--- src/rtl/mips_mc_pkg.sv ---
// Shared types for the multicycle MIPS sequencer: states, opcodes, encodings.
// Optional illegal-opcode trapping is enabled with MIPS_MC_TRAP_EN.
package mips_mc_pkg;

  typedef enum logic [3:0] {
    S_IDLE     = 4'd0,
    S_FETCH    = 4'd1,
    S_DECODE   = 4'd2,
    S_MEM_ADDR = 4'd3,
    S_MEM_RD   = 4'd4,
    S_MEM_WB   = 4'd5,
    S_MEM_WR   = 4'd6,
    S_EXEC     = 4'd7,
    S_R_WB     = 4'd8,
    S_BRANCH   = 4'd9,
    S_JUMP     = 4'd10,
    S_ADDI_EX  = 4'd11,
    S_ADDI_WB  = 4'd12,
    S_TRAP     = 4'd13
  } state_e;

  localparam logic [5:0] OP_RTYPE = 6'h00;
  localparam logic [5:0] OP_J     = 6'h02;
  localparam logic [5:0] OP_BEQ   = 6'h04;
  localparam logic [5:0] OP_ADDI  = 6'h08;
  localparam logic [5:0] OP_LW    = 6'h23;
  localparam logic [5:0] OP_SW    = 6'h2b;

  localparam logic [1:0] SRCB_B      = 2'b00;
  localparam logic [1:0] SRCB_4      = 2'b01;
  localparam logic [1:0] SRCB_IMM    = 2'b10;
  localparam logic [1:0] SRCB_IMM_SH = 2'b11;

  localparam logic [1:0] ALU_ADD   = 2'b00;
  localparam logic [1:0] ALU_SUB   = 2'b01;
  localparam logic [1:0] ALU_FUNCT = 2'b10;

  localparam logic [1:0] PCS_ALU    = 2'b00;
  localparam logic [1:0] PCS_ALUOUT = 2'b01;
  localparam logic [1:0] PCS_JUMP   = 2'b10;

  typedef struct packed {
    logic       pc_write;
    logic       pc_write_cond;
    logic       i_or_d;
    logic       mem_read;
    logic       mem_write;
    logic       ir_write;
    logic       reg_dst;
    logic       mem_to_reg;
    logic       reg_write;
    logic       alu_src_a;
    logic [1:0] alu_src_b;
    logic [1:0] alu_op;
    logic [1:0] pc_source;
  } ctrl_t;

endpackage

--- src/rtl/mips_mc_outdec.sv ---
// Combinational state-to-control decode for the multicycle sequencer.
// Only FETCH looks at mem_ready, to gate the IR and PC loads.
module mips_mc_outdec
  import mips_mc_pkg::*;
(
  input  state_e     state_i,
  input  logic       mem_ready_i,
  output ctrl_t      ctrl_o
);

  always_comb begin
    ctrl_o = '0;
    unique case (state_i)
      S_FETCH: begin
        ctrl_o.mem_read  = 1'b1;
        ctrl_o.alu_src_b = SRCB_4;
        ctrl_o.alu_op    = ALU_ADD;
        ctrl_o.pc_source = PCS_ALU;
        ctrl_o.ir_write  = mem_ready_i;
        ctrl_o.pc_write  = mem_ready_i;
      end
      S_DECODE: begin
        ctrl_o.alu_src_b = SRCB_IMM_SH;
        ctrl_o.alu_op    = ALU_ADD;
      end
      S_MEM_ADDR, S_ADDI_EX: begin
        ctrl_o.alu_src_a = 1'b1;
        ctrl_o.alu_src_b = SRCB_IMM;
        ctrl_o.alu_op    = ALU_ADD;
      end
      S_MEM_RD: begin
        ctrl_o.mem_read = 1'b1;
        ctrl_o.i_or_d   = 1'b1;
      end
      S_MEM_WB: begin
        ctrl_o.reg_write  = 1'b1;
        ctrl_o.mem_to_reg = 1'b1;
      end
      S_MEM_WR: begin
        ctrl_o.mem_write = 1'b1;
        ctrl_o.i_or_d    = 1'b1;
      end
      S_EXEC: begin
        ctrl_o.alu_src_a = 1'b1;
        ctrl_o.alu_src_b = SRCB_B;
        ctrl_o.alu_op    = ALU_FUNCT;
      end
      S_R_WB: begin
        ctrl_o.reg_write = 1'b1;
        ctrl_o.reg_dst   = 1'b1;
      end
      S_BRANCH: begin
        ctrl_o.alu_src_a     = 1'b1;
        ctrl_o.alu_src_b     = SRCB_B;
        ctrl_o.alu_op        = ALU_SUB;
        ctrl_o.pc_write_cond = 1'b1;
        ctrl_o.pc_source     = PCS_ALUOUT;
      end
      S_JUMP: begin
        ctrl_o.pc_write  = 1'b1;
        ctrl_o.pc_source = PCS_JUMP;
      end
      S_ADDI_WB: begin
        ctrl_o.reg_write = 1'b1;
      end
      default: ctrl_o = '0;
    endcase
  end

endmodule

--- src/rtl/mips_mc_control.sv ---
// Multicycle MIPS control FSM: state register, dispatch and retire counter.
// Define MIPS_MC_TRAP_EN to trap on illegal opcodes instead of treating them as NOPs.
module mips_mc_control
  import mips_mc_pkg::*;
#(
  parameter int CNT_W = 32
) (
  input  logic             clk,
  input  logic             rst_n,
  input  logic             run,
  input  logic [5:0]       opcode,
  input  logic             alu_zero,
  input  logic             mem_ready,
  output logic             pc_en,
  output logic             i_or_d,
  output logic             mem_read,
  output logic             mem_write,
  output logic             ir_write,
  output logic             reg_dst,
  output logic             mem_to_reg,
  output logic             reg_write,
  output logic             alu_src_a,
  output logic [1:0]       alu_src_b,
  output logic [1:0]       alu_op,
  output logic [1:0]       pc_source,
  output logic             busy,
  output logic             trap,
  output logic [CNT_W-1:0] instr_count,
  output logic [3:0]       state_o
);

  state_e            state_q, state_d;
  logic [CNT_W-1:0]  cnt_q;
  logic              done;
  ctrl_t             ctrl;
  state_e            next_boundary;

  always_ff @(posedge clk or negedge rst_n) begin
    if (!rst_n) begin
      state_q <= S_IDLE;
    end else begin
      state_q <= state_d;
    end
  end

  assign next_boundary = run ? S_FETCH : S_IDLE;

  always_comb begin
    state_d = state_q;
    done    = 1'b0;
    unique case (state_q)
      S_IDLE: if (run) state_d = S_FETCH;
      S_FETCH: if (mem_ready) state_d = S_DECODE;
      S_DECODE: begin
        unique case (1'b1)
          (opcode == OP_LW) || (opcode == OP_SW):
            state_d = S_MEM_ADDR;
          (opcode == OP_RTYPE): state_d = S_EXEC;
          (opcode == OP_BEQ):   state_d = S_BRANCH;
          (opcode == OP_J):     state_d = S_JUMP;
          (opcode == OP_ADDI):  state_d = S_ADDI_EX;
          default: begin
`ifdef MIPS_MC_TRAP_EN
            state_d = S_TRAP;
`else
            state_d = next_boundary;
            done    = 1'b1;
`endif
          end
        endcase
      end
      S_MEM_ADDR:
        state_d = (opcode == OP_SW) ? S_MEM_WR : S_MEM_RD;
      S_MEM_RD: if (mem_ready) state_d = S_MEM_WB;
      S_MEM_WR: begin
        if (mem_ready) begin
          state_d = next_boundary;
          done    = 1'b1;
        end
      end
      S_EXEC:    state_d = S_R_WB;
      S_ADDI_EX: state_d = S_ADDI_WB;
      S_MEM_WB, S_R_WB, S_BRANCH, S_JUMP, S_ADDI_WB: begin
        state_d = next_boundary;
        done    = 1'b1;
      end
      S_TRAP:  state_d = S_TRAP;
      default: state_d = S_IDLE;
    endcase
  end

  always_ff @(posedge clk or negedge rst_n) begin
    if (!rst_n) begin
      cnt_q <= '0;
    end else if (done) begin
      cnt_q <= cnt_q + CNT_W'(1);
    end
  end

  mips_mc_outdec u_outdec (
    .state_i     (state_q),
    .mem_ready_i (mem_ready),
    .ctrl_o      (ctrl)
  );

  always_comb begin
    pc_en      = ctrl.pc_write | (ctrl.pc_write_cond & alu_zero);
    i_or_d     = ctrl.i_or_d;
    mem_read   = ctrl.mem_read;
    mem_write  = ctrl.mem_write;
    ir_write   = ctrl.ir_write;
    reg_dst    = ctrl.reg_dst;
    mem_to_reg = ctrl.mem_to_reg;
    reg_write  = ctrl.reg_write;
    alu_src_a  = ctrl.alu_src_a;
    alu_src_b  = ctrl.alu_src_b;
    alu_op     = ctrl.alu_op;
    pc_source  = ctrl.pc_source;
    busy       = (state_q != S_IDLE) && (state_q != S_TRAP);
`ifdef MIPS_MC_TRAP_EN
    trap       = (state_q == S_TRAP);
`else
    trap       = 1'b0;
`endif
  end

  assign instr_count = cnt_q;
  assign state_o     = state_q;

endmodule

--- config.mk ---
export PLATFORM = sky130hd
export DESIGN_NAME = mips_mc_control
export DESIGN_NICKNAME = d
export VERILOG_FILES = /design/src/rtl/mips_mc_pkg.sv /design/src/rtl/mips_mc_outdec.sv /design/src/rtl/mips_mc_control.sv
export SDC_FILE = /design/constraint.sdc
export NUM_CORES = 1
export LEC_CHECK = 0
export CAP_MARGIN = 20
export CORE_MARGIN = 1
export CORE_UTILIZATION = 47
export DETAILED_ROUTE_END_ITERATION = 10
export GPL_TIMING_DRIVEN = 1
export PLACE_DENSITY = 0.82
export SLEW_MARGIN = 20
export SYNTH_ARGS = -nofsm -noshare
export SYNTH_HDL_FRONTEND = slang
export SYNTH_SLANG_ARGS = --single-unit
export TNS_END_PERCENT = 100
--- constraint.sdc ---
create_clock -name clk -period 2.4 [get_ports clk]
set_clock_uncertainty 0.1 [all_clocks]
set_input_delay 0.24 -clock clk [delete_from_list [all_inputs] [get_ports clk]]
set_output_delay 0.24 -clock clk [all_outputs]
set_load 0.01 [all_outputs]
==> impl_metrics.yaml, run 1 <==
run_status:
  status: "completed"
yosys:
  ys.flop_type: "dfrtp_1"
  syn_area_um2: 2170
  yosysTopAreaCell: "dfrtp_1"
  ys_seq_area_share_pct: 41.5
  synth_edf_count: 0
  yosys_warnings: 0
  syn_inst: 230
  syn_nets: 242
  avgSynthCellArea_um2: 9.43
  synth.distinct_cells: 49
  synth.top_cell.area_share_pct: 41.5
  synth.area.top_cells: "dfrtp_1 42%, xor2_1 7.3%, xnor2_1 6.1%"
  ys_ff_latch: 36
  async_flop_share_pct: 100
setup_path:
  critPathCaptureType: "primary output"
  cp_top_family: "buffers and inverters"
  cp_slowest_stage_delay_ns: 0.47
  cp_num_buf_inv: 2
  cp.required_ns: 2.06
  cp_data_arrival_time_ns: 1.97
  startpoint_type: "register"
  slowest_stage: "clkdlybuf4s50_1"
  crit_fanout: 18
  path_cells: "buf_4 -> or3_1 -> a21o_1 -> clkdlybuf4s50_1"
  path_class: "register to primary output"
placement:
  placed_cells: 348
  dp_hpwl_um: 3960
  place_congestion: 0.917
  io_buffers: 62
  pre_cts_ws_ns: -0.0314
  placed_area_um2: 2930
timing:
  fin_ws_ns: 0.0875
  fin_crit_sh_pct: 96.4
  max_slew_margin_pct: 63.8
  drv_slew: 0
  fmaxAchievable_ghz: 0.432
  worstMarginPinSlew_ns: 0.543
  setup_viol: 0
  fin_crit_ns: 2.31
  rsz0062_at_grt: "false"
  hold_viol: 0
  tns_ns: 0
power:
  vdd_drop_max_v: 0.000558
  p_total_mw: 2.52
  p_leak_nw: 1.17
  p_per_area_nw_per_um2: 828
global_route:
  grt_usage_pct: 23.3
  met3_usage_pct: 3.61
  grt_pass1_vias: 1994
  overflow: 0
  grt_pass1_wl_um: 9180
  grt_use_met2_pct: 39.2
  grt_max_degree: 37
  gr-max-usage-layer: "met2"
  antenna_found_initial: 0
  grtUsageMet1_pct: 30.5
clocking:
  cts_root_buffer: "clkbuf_8"
  path_clk_slew_ns: 0.07
  cts_tree: "yes"
  cts_hold_buffers: 0
  clk-insertion-delay-late_ns: 0.29
  cts_made_buffers: 5
  htree_levels: 2
  clockBufferDepth: 2
  clkSinkCount: 36
floorplanning:
  start_util_pct: 49.5
  dieArea_um2: 4890
  num_io_pins: 64
  std_cell_rows: 24
  core_um2: 4380
  die_h_um: 69.9
  die_w_um: 69.9
finish:
  drive_gt1_share_pct: 12.4
  mostFrequentLayoutCell: "clkdlybuf4s50_1"
  area_delta_synth_final_pct: 40.0
  fin_area_um2: 3040
  layout.cells.non_filler: 358
  nets: 317
  final_cell_mix: "62 x clkdlybuf4s50_1, 34 x dfrtp_1, 24 x nand2_1"
  diodes: 0
detailed_routing:
  vias_per_cell: 5.69
  via_count: 2036
  firstDrtPassIters: 4
  final_antenna_net_count: 0
  wl_per_cell_um: 14.8
  routed_wl_um: 5280
  remaining_drc_errors: 0
  drtIter0Drc: 136
min_path:
  worst_hold_path_type: "input port to asynchronous set/reset pin"
flow_run:
  max_cap_violations: 0
==> registers in the layout, indices dropped and copies added (netlist names) <==
register and count:
instr_count 32, state_o 4
==> kinds of logic (layout without fill, tap and decap cells) <==
family / after synthesis / in the layout / share of synthesized area (%)
AOI/OAI and AO/OA: 29 / 29 / 10.7
xor gates and xnor gates: 33 / 33 / 13.3
adders and majority gates: 1 / 1 / 0.577
buffers and inverters: 17 / 93 / 3.86
DFF: 36 / 36 / 41.5
other: 1 / 1 / 0.173
and+or+nand+nor: 113 / 113 / 29.9
==> synth_stat cells (3+ instances only) <==
library cell / instances
xor2_1: 18
nor2_1: 16
buf_2: 3
dfrtp_1: 36
o21ai_0: 5
nand3_1: 10
nand2_1: 24
inv_1: 4
and3_1: 12
nand4_1: 11
nor4_1: 4
nor4_2: 3
nor3_1: 9
o32ai_1: 3
clkbuf_1: 6
a21oi_1: 5
xnor2_1: 15
nand2b_1: 6
==> per-stage QoR <==
stage / hold slack, ns / utilization [%]
after global routing: 0.319 / 69.3
after detailed placement: 0.377 / 66.8
after CTS: 0.301 / 68.9
after global placement: 0.361 / 66.8
after floorplan: -0.156 / -
final: 0.269 / 69.3
==> cell type report <==
cell class	instances	area [um^2]
Clock buffer	7	86.3
Clock inverter	1	7.51
Fill cell	354	1350
Inverter	4	15.0
Multi-Input combinational cell	177	1180
Sequential cell	36	903
Tap cell	52	65.1
Timing Repair Buffer	81	776
==> path summary, 6_finish.rpt <==
check                           startpoint              end  slack, ns  cells past startpoint
max                             state_o[0]             busy       0.09                      4
max reg2reg                     state_o[0]   instr_count[6]       0.19                      6
max in group asynchronous            rst_n       state_o[2]       1.57                      2
min                                  rst_n  instr_count[20]       0.27                      2
min in group clk           instr_count[31]  instr_count[31]       0.38                      1
min reg2reg                instr_count[31]  instr_count[31]       0.38                      1
==> power breakdown <==
group | internal, mW | total (mW) | switching, mW
logic | 0.652 | 1.27 | 0.616
registers | 0.681 | 0.796 | 0.116
clock network | 0.233 | 0.452 | 0.219
==> per-layer routing <==
metal / part of all wire, % / up-vias / wire [um]
met4: 1.4 / 0 / 73
met2: 50 / 62 / 2640
met5: 0 / - / 0
li1: - / 977 / -
met1: 44 / 988 / 2340
met3: 4.4 / 9 / 231
==> timing repair <==
item | CTS | global route
resized for setup | 0 | 2
setup buffers | 0 | 2
endpoints found under the setup margin | 0 | 3
(Power assumes the default switching activity.)
==> inputs of run 2 (changes only) <==
--- a/config.mk
+++ b/config.mk
@@ -5,12 +5,14 @@
 export SDC_FILE = /design/constraint.sdc
 export NUM_CORES = 1
 export LEC_CHECK = 0
+export ABC_AREA = 1
 export CAP_MARGIN = 20
 export CORE_MARGIN = 1
-export CORE_UTILIZATION = 47
+export CORE_UTILIZATION = 50
 export DETAILED_ROUTE_END_ITERATION = 10
 export GPL_TIMING_DRIVEN = 1
 export PLACE_DENSITY = 0.82
+export SKIP_LAST_GASP = 1
 export SLEW_MARGIN = 20
 export SYNTH_ARGS = -nofsm -noshare
 export SYNTH_HDL_FRONTEND = slang
==> run 2 against run 1 <==
Against the previous run:
- routed wire length grew 45%
- cell count grew 59%
- maximum frequency grew 3.3%
- via count grew 48%
- critical path type unchanged
- first-iteration DRC count grew 50%
- synthesized cell count grew 90%
==> impl_metrics.yaml, run 2 <==
yosys:
  netlist_top_cells_count: "186 x nand2_1, 76 x nor2_1, 45 x nand3_1, 36 x dfrtp_1, 24 x inv_1"
  syn_inst: 437
  yosysMostFrequentCell: "nand2_1"
  ys_seq_area_share_pct: 33.5
  async_flop_share_pct: 100
  syn_nets: 449
  ys_ff_latch: 36
  ys.flop_type: "dfrtp_1"
  synth.top_cell.area_share_pct: 33.5
  avgSynthCellArea_um2: 6.15
  syn_area_um2: 2690
  yosysTopAreaCell: "dfrtp_1"
  synth_edf_count: 0
  yosys_warnings: 0
  synth.distinct_cells: 26
  synth.area.top_cells: "dfrtp_1 34%, nand2_1 26%, nor2_1 11%"
floorplanning:
  die_w_um: 75.3
  core_um2: 5140
  std_cell_rows: 26
  start_util_pct: 52.3
  die_h_um: 75.3
  dieArea_um2: 5670
  num_io_pins: 64
setup_path:
  cp.required_ns: 2.06
  cp_data_arrival_time_ns: 1.90
  startpoint_type: "register"
  crit_fanout: 7
  path_class: "register to primary output"
  critPathCaptureType: "primary output"
clocking:
  clockBufferDepth: 2
  postCtsSetupRepairBufs: 0
  cts_tree: "yes"
  htree_levels: 2
  cts_root_buffer: "clkbuf_8"
  cts_made_buffers: 5
  path_clk_slew_ns: 0.07
  clkSinkCount: 36
  clk-insertion-delay-late_ns: 0.29
global_route:
  grt_pass1_wl_um: 12100
  antenna_found_initial: 0
  grt_max_degree: 37
  grt_pass1_vias: 2516
  grt_usage_pct: 28.1
  overflow: 0
finish:
  nets: 511
  regArea_um2: 901
  diodes: 0
  largest_reg_flops: 32
  final_core_util_pct: 67.2
  layout.cells.non_filler: 570
  area_delta_synth_final_pct: 28.6
  final_cell_mix: "186 x nand2_1, 76 x nor2_1, 61 x clkdlybuf4s50_1"
  n_fill_cell: 505
  mostFrequentLayoutCell: "nand2_1"
  drive_gt1_share_pct: 4.20
  multiInputGateArea_um2: 1620
timing:
  rsz0062_at_grt: "false"
  fin_crit_ns: 2.24
  fin_ws_ns: 0.162
  drv_slew: 0
  hold_ws_ns: 0.481
  tns_ns: 0
  worstMarginPinSlew_ns: 0.821
  max_slew_margin_pct: 45.3
  hold_viol: 0
  fin_crit_sh_pct: 93.3
  setup_viol: 0
  fmaxAchievable_ghz: 0.447
placement:
  placed_cells: 561
  pre_cts_ws_ns: 0.213
  dp_hpwl_um: 5690
  io_buffers: 62
  place_congestion: 0.938
detailed_routing:
  wl_met2_um: 3450
  final_antenna_net_count: 0
  firstDrtPassIters: 4
  wl_met3_um: 397
  wl_met1_um: 3680
  vias_per_cell: 5.29
  routed_wl_um: 7650
  wl_per_cell_um: 13.4
  topRoutingLayerUsed: "met4"
  remaining_drc_errors: 0
  drtIter0Drc: 204
  via_count: 3015
power:
  p_leak_nw: 1.63
  p_per_area_nw_per_um2: 659
  vdd_drop_max_v: 0.000610
run_status:
  status: "completed"
flow_run:
  max_cap_violations: 0
min_path:
  worst_hold_path_type: "register to register"
==> run 2: cell count changes after synthesis, moves of 9 or more <==
cell      change
nor3_1        -9
nand3b_1     +10
nor2_1       +60
and3_1       -12
nand3_1      +35
xnor2_1      -11
nand2_1     +162
inv_1        +20
==> run 2: cells by family (layout without fill, tap and decap cells) <==
kind of cell             after synthesis  after routing  share of synthesized area (%)
AND/OR/NAND/NOR                      333            333                           52.2
XOR/XNOR                              15             15                           4.89
adder cells (fa/ha/maj)                1              1                          0.466
buffers and inverters                 40            103                           6.47
other                                  1              1                          0.140
flip-flops                            36             36                           33.5
AO/OA/AOI/OAI                         11             11                           2.33
==> run 2: critical path, cell delays in order (launching register included) <==
cell and delay [ns]:
dfrtp_1 0.48, inv_2 0.10, nand2_1 0.12, nor2_4 0.18, inv_1 0.08, o21ai_0 0.09, clkdlybuf4s50_1 0.56
==> run 2: timing repair <==
| action | in CTS | in global routing |
|---|---|---|
| setup endpoints to repair | 0 | 1 |
| resized for setup | 0 | 1 |
| endpoints found under the hold margin | 36 | 0 |
| hold buffers | 1 | 0 |
==> run 2: area by class of cell <==
| type | count | area share (%) |
|---|---|---|
| clock buffers | 8 | 2.61 |
| inverters | 28 | 3.04 |
| multi-input cells | 361 | 46.8 |
| flip-flops and latches | 36 | 26.1 |
| well taps | 70 | 2.54 |
| repair buffers | 67 | 19.0 |
==> run 2: per-layer routing <==
layer,vias to the layer above,global-route usage (%)
met3,12,3.84
met2,92,43.7
li1,1497,-
met1,1414,41.3
met5,-,0
met4,0,7.00
==> run 2: path summary, 6_finish.rpt <==
| check | from | to | slack [ns] | depth (start not counted) |
|---|---|---|---|---|
| worst max-delay path | state_o[3] | alu_src_b[1] | 0.16 | 6 |
| worst min-delay path | instr_count[31] | instr_count[31] | 0.48 | 2 |
| worst max register to register | instr_count[1] | instr_count[28] | 0.29 | 10 |
| worst min register to register | instr_count[31] | instr_count[31] | 0.48 | 2 |
| max in group asynchronous | rst_n | instr_count[18] | 1.17 | 2 |
| min in group asynchronous | rst_n | instr_count[28] | 0.51 | 2 |
==> run 2: stage by stage <==
| step | area (um^2) | power [mW] |
|---|---|---|
| floorplan | 2690 | 1.40 |
| global placement | 3350 | 1.82 |
| detailed placement | 3350 | 1.82 |
| CTS | 3450 | 2.28 |
| global route | 3450 | 2.41 |
| finish | 3450 | 2.28 |
==> run 2: power breakdown <==
group	switching (mW)	leakage, nW	internal [mW]
clock	0.220	0.0455	0.234
sequential	0.0806	0.495	0.661
combinational	0.654	1.09	0.428
